File: config.mk
export PLATFORM = sky130hd
export DESIGN_NAME = uart_rx_controller_flat
export DESIGN_NICKNAME = d
export VERILOG_FILES = /design/src/rtl/uart_pkg.sv /design/src/rtl/uart_rx_controller_if.sv /design/src/rtl/uart_rx.sv /design/src/rtl/uart_rx_controller.sv /design/src/flat_wrapper.sv
export SDC_FILE = /design/constraint.sdc
export NUM_CORES = 1
export LEC_CHECK = 0
export CORE_ASPECT_RATIO = 1.75
export CORE_UTILIZATION = 58
export CTS_CLUSTER_DIAMETER = 100
export DETAILED_ROUTE_END_ITERATION = 10
export GPL_TIMING_DRIVEN = 1
export MAX_ROUTING_LAYER = met4
export PLACE_DENSITY = 0.79
export SYNTH_ARGS = -nofsm -noshare
export SYNTH_HDL_FRONTEND = slang
export SYNTH_SLANG_ARGS = --single-unit
File: constraint.sdc
create_clock -name clk -period 2.35 [get_ports clk]
set_input_delay 0.47 -clock clk [delete_from_list [all_inputs] [get_ports clk]]
set_output_delay 0.47 -clock clk [all_outputs]
set_load 0.1 [all_outputs]
File: src/rtl/uart_pkg.sv
// Shared definitions for the UART receive path: baud divider helper,
// default sync byte and the two FSM state encodings.
// Optional feature macro: UART_RX_CHECKSUM_EN adds the SUM parser state.
package uart_pkg;

    localparam logic [7:0] SYNC_BYTE_DEFAULT = 8'hA5;

    // Clock cycles per bit on the serial line.
    function automatic int pulse_width(input int clk_freq, input int baud_rate);
        return clk_freq / baud_rate;
    endfunction

    typedef enum logic [1:0] {
        BIT_IDLE,
        BIT_START,
        BIT_DATA,
        BIT_STOP
    } rx_bit_state_t;

    typedef enum logic [2:0] {
        PKT_WAIT_SYNC,
        PKT_ADDR,
        PKT_D3,
        PKT_D2,
        PKT_D1,
`ifdef UART_RX_CHECKSUM_EN
        PKT_D0,
        PKT_SUM
`else
        PKT_D0
`endif
    } rx_pkt_state_t;

endpackage

File: src/rtl/uart_rx_controller_if.sv
// Word bus toward the bulk RAM/register side: address, 32-bit data and a
// valid/ready handshake.
interface w_busif;
    logic [31:0] data;
    logic [7:0]  addr;
    logic        valid;
    logic        ready;

    modport master (output data, output addr, output valid, input ready);
    modport slave  (input data, input addr, input valid, output ready);
endinterface

File: src/rtl/uart_rx.sv
// 8N1 bit receiver: two-flop synchroniser on the raw pin, start-bit glitch
// rejection at mid-bit, LSB-first data sampling and stop-bit check.
module uart_rx
    import uart_pkg::*;
#(
    parameter int UART_BAUD_RATE = 115200,
    parameter int CLK_FREQ       = 100_000_000
) (
    input  logic       clk,
    input  logic       rstn,
    input  logic       uart_rxd,
    output logic       byte_valid,
    output logic [7:0] byte_data,
    output logic       stop_err
);

    localparam int PULSE_WIDTH = pulse_width(CLK_FREQ, UART_BAUD_RATE);
    localparam int CNT_W       = $clog2(PULSE_WIDTH + 1);
    localparam logic [CNT_W-1:0] FULL_LAST = CNT_W'(PULSE_WIDTH - 1);
    localparam logic [CNT_W-1:0] HALF_LAST = CNT_W'(PULSE_WIDTH / 2 - 1);

    logic [1:0]       sync_reg;
    logic             prev_reg;
    rx_bit_state_t    state_reg;
    logic [CNT_W-1:0] cnt_reg;
    logic [2:0]       bit_idx_reg;
    logic [7:0]       shift_reg;
    logic             byte_valid_reg;
    logic [7:0]       byte_data_reg;
    logic             stop_err_reg;
    logic             rxd_s;

    assign rxd_s      = sync_reg[1];
    assign byte_valid = byte_valid_reg;
    assign byte_data  = byte_data_reg;
    assign stop_err   = stop_err_reg;

    // Bring the asynchronous pin into the clk domain; idle line reads high.
    always_ff @(posedge clk or negedge rstn) begin
        if (!rstn) begin
            sync_reg <= 2'b11;
        end else begin
            sync_reg <= {sync_reg[0], uart_rxd};
        end
    end

    // Bit-level FSM; byte_valid and stop_err are single-cycle registered pulses.
    always_ff @(posedge clk or negedge rstn) begin
        if (!rstn) begin
            prev_reg       <= 1'b1;
            state_reg      <= BIT_IDLE;
            cnt_reg        <= '0;
            bit_idx_reg    <= '0;
            shift_reg      <= '0;
            byte_valid_reg <= 1'b0;
            byte_data_reg  <= '0;
            stop_err_reg   <= 1'b0;
        end else begin
            prev_reg       <= rxd_s;
            byte_valid_reg <= 1'b0;
            stop_err_reg   <= 1'b0;
            case (state_reg)
                BIT_IDLE: begin
                    cnt_reg     <= '0;
                    bit_idx_reg <= '0;
                    if (prev_reg && !rxd_s) begin
                        state_reg <= BIT_START;
                    end
                end
                BIT_START: begin
                    if (cnt_reg == HALF_LAST) begin
                        cnt_reg <= '0;
                        // A line already back high at mid start bit was a glitch.
                        state_reg <= rxd_s ? BIT_IDLE : BIT_DATA;
                    end else begin
                        cnt_reg <= cnt_reg + CNT_W'(1);
                    end
                end
                BIT_DATA: begin
                    if (cnt_reg == FULL_LAST) begin
                        cnt_reg   <= '0;
                        shift_reg <= {rxd_s, shift_reg[7:1]};
                        if (bit_idx_reg == 3'd7) begin
                            state_reg <= BIT_STOP;
                        end else begin
                            bit_idx_reg <= bit_idx_reg + 3'd1;
                        end
                    end else begin
                        cnt_reg <= cnt_reg + CNT_W'(1);
                    end
                end
                BIT_STOP: begin
                    if (cnt_reg == FULL_LAST) begin
                        cnt_reg   <= '0;
                        state_reg <= BIT_IDLE;
                        if (rxd_s) begin
                            byte_valid_reg <= 1'b1;
                            byte_data_reg  <= shift_reg;
                        end else begin
                            stop_err_reg <= 1'b1;
                        end
                    end else begin
                        cnt_reg <= cnt_reg + CNT_W'(1);
                    end
                end
                default: state_reg <= BIT_IDLE;
            endcase
        end
    end

endmodule

File: src/rtl/uart_rx_controller.sv
// UART receive controller: turns sync/addr/data[/sum] byte packets into
// words on a w_busif master port, with an inter-byte timeout.
// Optional feature macro: UART_RX_CHECKSUM_EN (7-byte packets with a
// trailing 8-bit wrap-around sum of addr and data bytes).
module uart_rx_controller
    import uart_pkg::*;
#(
    parameter int         UART_BAUD_RATE = 115200,
    parameter int         CLK_FREQ       = 100_000_000,
    parameter logic [7:0] SYNC_BYTE      = SYNC_BYTE_DEFAULT,
    parameter int         TIMEOUT_BITS   = 20
) (
    input  logic   clk,
    input  logic   rstn,
    input  logic   uart_rxd,
    w_busif.master bulk_rx,
    output logic   frame_err,
    output logic   overrun
);

    localparam int PULSE_WIDTH = pulse_width(CLK_FREQ, UART_BAUD_RATE);
    localparam logic [31:0] TMO_LAST = 32'(TIMEOUT_BITS * PULSE_WIDTH - 1);

    logic          byte_valid;
    logic [7:0]    byte_data;
    logic          stop_err;

    rx_pkt_state_t pkt_state_reg;
    logic [7:0]    pkt_addr_reg;
    logic [31:0]   pkt_data_reg;
    logic          done_reg;
    logic          sum_err_reg;
    logic          tmo_err_reg;
    logic [31:0]   tmo_cnt_reg;
`ifdef UART_RX_CHECKSUM_EN
    logic [7:0]    sum_reg;
`endif

    logic          valid_reg;
    logic [7:0]    out_addr_reg;
    logic [31:0]   out_data_reg;
    logic          overrun_reg;
    logic          frame_err_reg;

    uart_rx #(
        .UART_BAUD_RATE (UART_BAUD_RATE),
        .CLK_FREQ       (CLK_FREQ)
    ) u_rx (
        .clk        (clk),
        .rstn       (rstn),
        .uart_rxd   (uart_rxd),
        .byte_valid (byte_valid),
        .byte_data  (byte_data),
        .stop_err   (stop_err)
    );

    assign bulk_rx.valid = valid_reg;
    assign bulk_rx.addr  = out_addr_reg;
    assign bulk_rx.data  = out_data_reg;
    assign frame_err     = frame_err_reg;
    assign overrun       = overrun_reg;

    // Packet parser plus timeout; done_reg marks a complete, checked word.
    always_ff @(posedge clk or negedge rstn) begin
        if (!rstn) begin
            pkt_state_reg <= PKT_WAIT_SYNC;
            pkt_addr_reg  <= '0;
            pkt_data_reg  <= '0;
            done_reg      <= 1'b0;
            sum_err_reg   <= 1'b0;
            tmo_err_reg   <= 1'b0;
            tmo_cnt_reg   <= '0;
`ifdef UART_RX_CHECKSUM_EN
            sum_reg       <= '0;
`endif
        end else begin
            done_reg    <= 1'b0;
            sum_err_reg <= 1'b0;
            tmo_err_reg <= 1'b0;
            if (byte_valid) begin
                tmo_cnt_reg <= '0;
                case (pkt_state_reg)
                    PKT_WAIT_SYNC: begin
                        if (byte_data == SYNC_BYTE) begin
                            pkt_state_reg <= PKT_ADDR;
                        end
                    end
                    PKT_ADDR: begin
                        pkt_addr_reg  <= byte_data;
`ifdef UART_RX_CHECKSUM_EN
                        sum_reg       <= byte_data;
`endif
                        pkt_state_reg <= PKT_D3;
                    end
                    PKT_D3, PKT_D2, PKT_D1: begin
                        // Data arrives MSB first, so shift in from the bottom.
                        pkt_data_reg <= {pkt_data_reg[23:0], byte_data};
`ifdef UART_RX_CHECKSUM_EN
                        sum_reg      <= sum_reg + byte_data;
`endif
                        if (pkt_state_reg == PKT_D3) begin
                            pkt_state_reg <= PKT_D2;
                        end else if (pkt_state_reg == PKT_D2) begin
                            pkt_state_reg <= PKT_D1;
                        end else begin
                            pkt_state_reg <= PKT_D0;
                        end
                    end
                    PKT_D0: begin
                        pkt_data_reg  <= {pkt_data_reg[23:0], byte_data};
`ifdef UART_RX_CHECKSUM_EN
                        sum_reg       <= sum_reg + byte_data;
                        pkt_state_reg <= PKT_SUM;
`else
                        done_reg      <= 1'b1;
                        pkt_state_reg <= PKT_WAIT_SYNC;
`endif
                    end
`ifdef UART_RX_CHECKSUM_EN
                    PKT_SUM: begin
                        if (byte_data == sum_reg) begin
                            done_reg <= 1'b1;
                        end else begin
                            sum_err_reg <= 1'b1;
                        end
                        pkt_state_reg <= PKT_WAIT_SYNC;
                    end
`endif
                    default: pkt_state_reg <= PKT_WAIT_SYNC;
                endcase
            end else if (pkt_state_reg != PKT_WAIT_SYNC) begin
                // A stalled packet is abandoned so the next sync byte can be seen.
                if (tmo_cnt_reg == TMO_LAST) begin
                    tmo_cnt_reg   <= '0;
                    tmo_err_reg   <= 1'b1;
                    pkt_state_reg <= PKT_WAIT_SYNC;
                end else begin
                    tmo_cnt_reg <= tmo_cnt_reg + 32'd1;
                end
            end else begin
                tmo_cnt_reg <= '0;
            end
        end
    end

    // Output holding register with valid/ready handshake and error pulses.
    always_ff @(posedge clk or negedge rstn) begin
        if (!rstn) begin
            valid_reg     <= 1'b0;
            out_addr_reg  <= '0;
            out_data_reg  <= '0;
            overrun_reg   <= 1'b0;
            frame_err_reg <= 1'b0;
        end else begin
            overrun_reg   <= 1'b0;
            frame_err_reg <= stop_err | sum_err_reg | tmo_err_reg;
            if (done_reg) begin
                // A word accepted this very cycle frees the slot for the new one.
                if (valid_reg && !bulk_rx.ready) begin
                    overrun_reg <= 1'b1;
                end else begin
                    valid_reg    <= 1'b1;
                    out_addr_reg <= pkt_addr_reg;
                    out_data_reg <= pkt_data_reg;
                end
            end else if (valid_reg && bulk_rx.ready) begin
                valid_reg <= 1'b0;
            end
        end
    end

endmodule
File: src/flat_wrapper.sv
// flat-port wrapper written by rule: the top's interface ports become plain ports
module uart_rx_controller_flat import uart_pkg::*;
#(
    parameter int         UART_BAUD_RATE = 115200,
    parameter int         CLK_FREQ       = 100_000_000,
    parameter logic [7:0] SYNC_BYTE      = SYNC_BYTE_DEFAULT,
    parameter int         TIMEOUT_BITS   = 20
)
  (clk, rstn, uart_rxd, frame_err, overrun, bulk_rx_data, bulk_rx_addr, bulk_rx_valid, bulk_rx_ready);
  w_busif bulk_rx_i ();
  input  logic clk;
  input  logic rstn;
  input  logic uart_rxd;
  output logic frame_err;
  output logic overrun;
  output wire logic [$bits(bulk_rx_i.data)-1:0] bulk_rx_data;
  output wire logic [$bits(bulk_rx_i.addr)-1:0] bulk_rx_addr;
  output wire logic [$bits(bulk_rx_i.valid)-1:0] bulk_rx_valid;
  input wire logic [$bits(bulk_rx_i.ready)-1:0] bulk_rx_ready;
  assign bulk_rx_data = bulk_rx_i.data;
  assign bulk_rx_addr = bulk_rx_i.addr;
  assign bulk_rx_valid = bulk_rx_i.valid;
  assign bulk_rx_i.ready = bulk_rx_ready;
  uart_rx_controller #(.UART_BAUD_RATE(UART_BAUD_RATE), .CLK_FREQ(CLK_FREQ), .SYNC_BYTE(SYNC_BYTE), .TIMEOUT_BITS(TIMEOUT_BITS)) u_core (.clk(clk), .rstn(rstn), .uart_rxd(uart_rxd), .bulk_rx(bulk_rx_i), .frame_err(frame_err), .overrun(overrun));
endmodule
==> results by group, run 1 <==
Clocking
  – Clock-pin slew on the worst setup and hold paths: 0.07 ns
  – TritonCTS clock tree: done
  – # H-tree levels: 4
  – Hold_buf cts: 0
  – Number of CTS-inserted buffers: 17
  – CTS max path bufs: 2
  – Clk sinks: 156
  – Root buffer cell: clkbuf_16
  – Clk Latency, worst-skew pair: 0.42 ns
  – Post-CTS Repair Setup Buffers: 0
  – Cts repair resizes: 0

Setup path
  – Cell Chain, Critical Path: nor4_1, nand4_1, nor3_2, nand2b_1, buf_4, nor2_1
  – FF-to-FF path depth: 6
  – Worst stage delay on the critical path: 0.44 ns
  – Startpoint type of the worst setup path: flop
  – WS Path Type: reg2reg
  – CP Data Required Time: about 2.6 ns
  – Critical Path AT: 2.40 ns
  – Worst-path fanout max: 32
  – Crit. End Element: flop
  – Slowest cell on the critical path: dfrtp_1

Synthesis
  – Avg Synthesized Cell Area: 13.2 µm²
  – Yosys reg bits: ~160
  – Combinational family with the most area after synthesis: multiplexers
  – Synthesized Nets: 502
  – Compound-cell area share of the yosys netlist: 0.0174
  – Post-synthesis adder-cell area fraction: 0.00959
  – Cells after synthesis: slightly below 500
  – Synth Area in XOR/XNOR: 0.0537
  – Syn Std Cell Area: 0.00653 mm²
  – Synth Area in Simple Gates: 0.137
  – Syn. warnings: 0
  – Mux contribution to synthesized area: 0.167
  – Count of cell types in the netlist: 47
  – Post-synthesis sequential area ratio: 0.599

Die
  – Die width: 82.2 µm
  – Die Area: 0.0117 mm²
  – Core footprint: 0.0108 mm²
  – Initial Util: 0.603
  – I/O Pins: 47
  – Die Ht: 142 µm
  – Cell row count: 50

Layout
  – Most frequent cells in the layout: dfrtp_1, mux2_2, nor2_1
  – Fillers: 740
  – Layout cell share with drive strength beyond 1: 0.357
  – Final instance area: 0.00765 mm²
  – Antenna fix cells: 0
  – # nets final: roughly 560
  – Commonest non-fill, non-tap cell in the layout: dfrtp_1
  – Synthesis-to-finish area growth: 17.2%

Pwr
  – Sw frac: 0.231
  – Power share of the clock group: 0.480
  – Sw power: about 1.3 mW
  – Leak: 3.78 nW
  – Total chip power: 5.73 mW
  – Comb pwr share: 0.031
  – Cell-internal power: about 4.4 mW
  – Sequential share of power: 0.489
  – Maximum VDD drop: 0.745 mV
  – PwrDens: ~750 mW/mm²

STA
  – Max Fclk: about 470 MHz
  – TNS Setup: 0 ns
  – Max-slew violation count: 0
  – RSZ-0062 raised after global routing: false
  – Final WS setup: ~0.24 ns
  – WHS: 0.0115 ns
  – Final setup vio count: 0
  – Rel. slew slack: 0.592
  – Final Hold Viols: 0
  – Clock skew: 0.00909 ns
  – Final Critical Period: 2.11 ns
  – Actual slew at the worst max-slew pin: 0.606 ns
  – Final Cycle Share: 0.898

Global routing
  – Vias in the first global route: 3991
  – Largest net degree at the start of global routing: 64
  – First-pass GRT wire length: 19.1 mm
  – Global route overflow: 0
  – Initial antenna violation count: 0
  – Global-route total usage across every layer: 0.225

Place
  – Port Buffers: 46
  – Last weighted congestion value of the routability-driven placer: 0.887
  – Pre-CTS WS: 0.363 ns
  – Cell Area, Placed: 0.00704 mm²
  – Post-DP HPWL: 7.43 mm

Detailed routing
  – Routed Antenna Nets: 0
  – Routed length per instance: 16.4 µm
  – DRT iter0 DRCs: 194
  – DRC: 0
  – Iteration count of the initial detailed-routing pass: 4
  – DR vias/cell: ~5.7
  – Final wirelength: 11.3 mm
  – Vias: 3915

Run
  – Max cap viols: 0

Min path
  – Worst hold path class: in2async

Outcome
  – Status: finished clean
==> final timing paths <==
| check | startpoint | to | slack (ns) |
|---|---|---|---|
| max in group asynchronous | rstn | u_core.u_rx.prev_reg | 1.63 |
| setup / recovery | u_core.tmo_cnt_reg[25] | u_core.tmo_cnt_reg[18] | 0.24 |
| setup reg to reg | u_core.tmo_cnt_reg[25] | u_core.tmo_cnt_reg[18] | 0.24 |
| hold reg to reg | u_core.u_rx.sync_reg[0] | u_core.u_rx.sync_reg[1] | 0.36 |
| min in group clk | u_core.u_rx.sync_reg[0] | u_core.u_rx.sync_reg[1] | 0.36 |
| hold / removal | rstn | u_core.bulk_rx.data[25] | 0.01 |
==> metrics by stage <==
step / util / cells
after global routing: 0.706 / 690
final: 0.706 / 690
after detailed placement: 0.651 / 658
after floorplan: - / 493
after CTS: 0.706 / 690
after global placement: 0.651 / 658
==> cells in the mapped netlist, drive strengths merged <==
cell / count / area share
nor4b: 2 / 0.0027
nand4: 18 / 0.020
buf: 11 / 0.0094
dfstp: 3 / 0.012
nor4: 7 / 0.011
o21ai: 3 / 0.0023
dfrtp: 153 / 0.59
xnor2: 12 / 0.016
nor4bb: 2 / 0.0031
nor3: 8 / 0.0077
and4bb: 1 / 0.0019
nand2: 24 / 0.015
inv: 5 / 0.0029
a211oi: 2 / 0.0023
o22ai: 1 / 0.00096
a22o: 5 / 0.0067
or2: 1 / 0.00096
and3b: 1 / 0.0013
a21oi: 3 / 0.0029
nand2b: 7 / 0.0067
and3: 6 / 0.0059
nand3: 13 / 0.011
a31oi: 1 / 0.00096
and2: 1 / 0.00096
nor2: 58 / 0.040
ha: 5 / 0.0096
xor2: 28 / 0.038
nor3b: 4 / 0.0054
mux2: 97 / 0.17
and4: 3 / 0.0044
clkbuf: 7 / 0.0040
a221oi: 1 / 0.0013
==> kinds of logic (layout without fill, tap and decap cells) <==
group	after synthesis	after routing
flops	156	156
simple gates	156	156
mux	97	97
xor+xnor	40	40
buf+inv	23	90
compound gates	16	16
fa+ha+maj	5	5
==> power groups by stage <==
stage	clock (mW)	combinational, mW	sequential [mW]
after detailed placement	0	0.183	2.85
after global placement	0	0.172	2.84
after floorplan	0	0.0988	2.83
after CTS	2.81	0.186	2.80
final	2.75	0.179	2.80
after global routing	2.94	0.207	2.81
==> per-layer routing <==
layer  vias up  share of wire  GRT usage
li1       1830              -          -
met1      2005           0.40      0.247
met2        62           0.55      0.382
met3        18          0.027     0.0558
met4         0          0.021     0.0868
met5         -              0          -
==> final cells by class <==
cell class | instances | area (µm²) | share of cell area
Inverter | 5 | 18.8 | 0.00245
Sequential cell | 156 | 3910 | 0.511
Clock inverter | 14 | 173 | 0.0226
Clock buffer | 18 | 429 | 0.0561
Tap cell | 130 | 163 | 0.0213
Multi-Input combinational cell | 314 | 2510 | 0.328
Timing Repair Buffer | 53 | 444 | 0.0581
==> critical path, delay by kind of cell, from the launching register on <==
kind | cells | cell delay (ns)
buf+inv | 1 | 0.33
flops | 1 | 0.44
simple gates | 5 | 1.20
Note: power is estimated with default switching activity, not from simulation.
==> run 2, diff against run 1 <==
Settings changed: HOLD_SLACK_MARGIN set to 0.03.
==> results of run 2 <==
The final DEF is identical to that of run 1; final timing and power are the same.
==> run 3, diff against run 2 <==
Settings changed: MAX_ROUTING_LAYER met4 to unset.
==> run 3 against run 2 <==
Effect of this change:
- sequential share of layout area unchanged
- sequential power about the same
- combinational power about the same
- critical path depth unchanged
- largest cell class unchanged
- total power about the same
- register-to-register slack about the same
- final cell count unchanged
- worst setup slack got worse by 0.0079 ns
- flip-flop and latch count unchanged
- highest routed layer unchanged
- clock skew increased by 0.0010 ns
- clock power about the same
- core utilization unchanged
==> results by group, run 3 (synthesized netlist as in run 1, its figures left out) <==
Setup path
  – Critical Path AT: 2.41 ns (about the same)
  – WS Path Type: reg2reg
  – CP Buf/Inv Count: 1 (unchanged)
  – Cell Chain, Critical Path: nor4_1, nand4_1, nor3_2, nand2b_1, buf_4, nor2_1
  – CP Data Required Time: 2.64 ns (about the same)
  – Worst-path fanout max: 32 (unchanged)
  – Startpoint type of the worst setup path: flop
  – Crit. End Element: flop
  – Slowest cell on the critical path: dfrtp_1
  – CP top delay family: simple AND/OR/NAND/NOR gates
  – Worst stage delay on the critical path: 0.44 ns (about the same)

STA
  – TNS Setup: 0 ns (unchanged)
  – Final setup vio count: 0 (unchanged)
  – Rel. slew slack: 0.597 (+0.00412)
  – Clock skew: 0.0101 ns (+0.00103 ns)
  – Final Critical Period: 2.12 ns (+0.00788 ns)
  – Final Hold Viols: 0 (unchanged)
  – WHS: 0.0136 ns (+0.00205 ns)
  – Actual slew at the worst max-slew pin: 0.600 ns (-0.00613 ns)
  – Max-slew violation count: 0 (unchanged)
  – Max Fclk: 472 MHz (-0.37%)
  – Final Cycle Share: 0.901 (+0.00336)
  – RSZ-0062 raised after global routing: false

Die
  – I/O Pins: 47 (unchanged)
  – Die width: 82.2 µm (unchanged)
  – Initial Util: 0.603 (unchanged)
  – Cell row count: 50 (unchanged)
  – Die Area: 0.0117 mm² (unchanged)
  – Core footprint: 0.0108 mm² (unchanged)
  – Die Ht: 142 µm (unchanged)

Detailed routing
  – Routed Antenna Nets: 0 (unchanged)
  – Top Metal Used: met4
  – DRC: 0 (unchanged)
  – Met3 WL: 352 µm (+14%)
  – Vias: 3888 (-0.69%)
  – Routed length per instance: 16.4 µm (about the same)
  – Iteration count of the initial detailed-routing pass: 4 (unchanged)
  – Routed wl met2: 6.29 mm (+0.85%)
  – DRT iter0 DRCs: 206 (+6.2%)
  – Metal1 wirelength: 4.44 mm (-1.3%)
  – DR vias/cell: 5.63 (-0.69%)
  – Final wirelength: 11.3 mm (about the same)

Clocking
  – Post-CTS Repair Setup Buffers: 0 (unchanged)
  – Hold_buf cts: 0 (unchanged)
  – TritonCTS clock tree: done
  – Cts repair resizes: 0 (unchanged)
  – CTS max path bufs: 2 (unchanged)
  – Root buffer cell: clkbuf_16
  – Clk sinks: 156 (unchanged)
  – # H-tree levels: 4 (unchanged)
  – Clk Latency, worst-skew pair: 0.42 ns (about the same)
  – Number of CTS-inserted buffers: 17 (unchanged)
  – Clock-pin slew on the worst setup and hold paths: 0.07 ns (about the same)

Run
  – Max cap viols: 0 (unchanged)

Pwr
  – Leak: 3.78 nW (unchanged)
  – Maximum VDD drop: 0.723 mV (-3.0%)
  – PwrDens: 749 mW/mm² (about the same)

Layout
  – Synthesis-to-finish area growth: 17.2% (unchanged)
  – Commonest non-fill, non-tap cell in the layout: dfrtp_1
  – Most frequent cells in the layout: dfrtp_1, mux2_2, nor2_1
  – # nets final: 556 (unchanged)
  – Layout cell share with drive strength beyond 1: 0.357 (unchanged)
  – Antenna fix cells: 0 (unchanged)

Global routing
  – Vias in the first global route: 3991 (unchanged)
  – Global route overflow: 0 (unchanged)
  – Initial antenna violation count: 0 (unchanged)
  – Global-route total usage across every layer: 0.219 (-0.00594)
  – Largest net degree at the start of global routing: 64 (unchanged)
  – First-pass GRT wire length: 19.1 mm (about the same)

Outcome
  – Status: finished clean

Place
  – Post-DP HPWL: 7.43 mm (unchanged)
  – Last weighted congestion value of the routability-driven placer: 0.873 (-1.6%)
  – Port Buffers: 46 (unchanged)

Min path
  – Worst hold path class: in2async
[run 3: cell counts in the layout (fill, tap and decap cells not counted)]
No cell type changed its count.
[run 3: stage by stage]
step                power [mW]  area [µm²]  worst slack, ns  utilization  cells
floorplan                 2.93        6530            0.287            -    493
global placement          3.01        7040            0.413        0.651    658
detailed placement        3.03        7040            0.363        0.651    658
CTS                       5.79        7650            0.237        0.706    690
global route              5.95        7650            0.121        0.706    690
finish                    5.73        7650            0.232        0.706    690
[run 3: per-layer routing]
layer	vias up	GRT usage
li1	1827	-
met1	1977	0.247
met2	66	0.383
met3	18	0.0577
met4	0	0.0859
met5	-	0
[run 3: worst paths after layout]
check / startpoint / end / slack (ns) / cells after the start
setup / recovery: u_core.tmo_cnt_reg[25] / u_core.tmo_cnt_reg[18] / 0.23 / 6
hold / removal: rstn / u_core.bulk_rx.data[25] / 0.01 / 1
setup reg to reg: u_core.tmo_cnt_reg[25] / u_core.tmo_cnt_reg[18] / 0.23 / 6
hold reg to reg: u_core.u_rx.sync_reg[0] / u_core.u_rx.sync_reg[1] / 0.36 / 0
max in group asynchronous: rstn / u_core.u_rx.sync_reg[0] / 1.63 / 2
min in group clk: u_core.u_rx.sync_reg[0] / u_core.u_rx.sync_reg[1] / 0.36 / 0
[run 3: layout make-up]
cell class / count / area [µm²]
fillers: 740 / 3180
clock buffers: 18 / 429
inverters: 5 / 18.8
repair buffers: 53 / 444
well taps: 130 / 163
multi-input cells: 314 / 2510
clock inverters: 14 / 173
flip-flops and latches: 156 / 3910
[run 3: power breakdown]
part | internal [mW] | switching, mW
Clock | 1.61 | 1.14
Sequential | 2.73 | 0.0671
Combinational | 0.0665 | 0.112
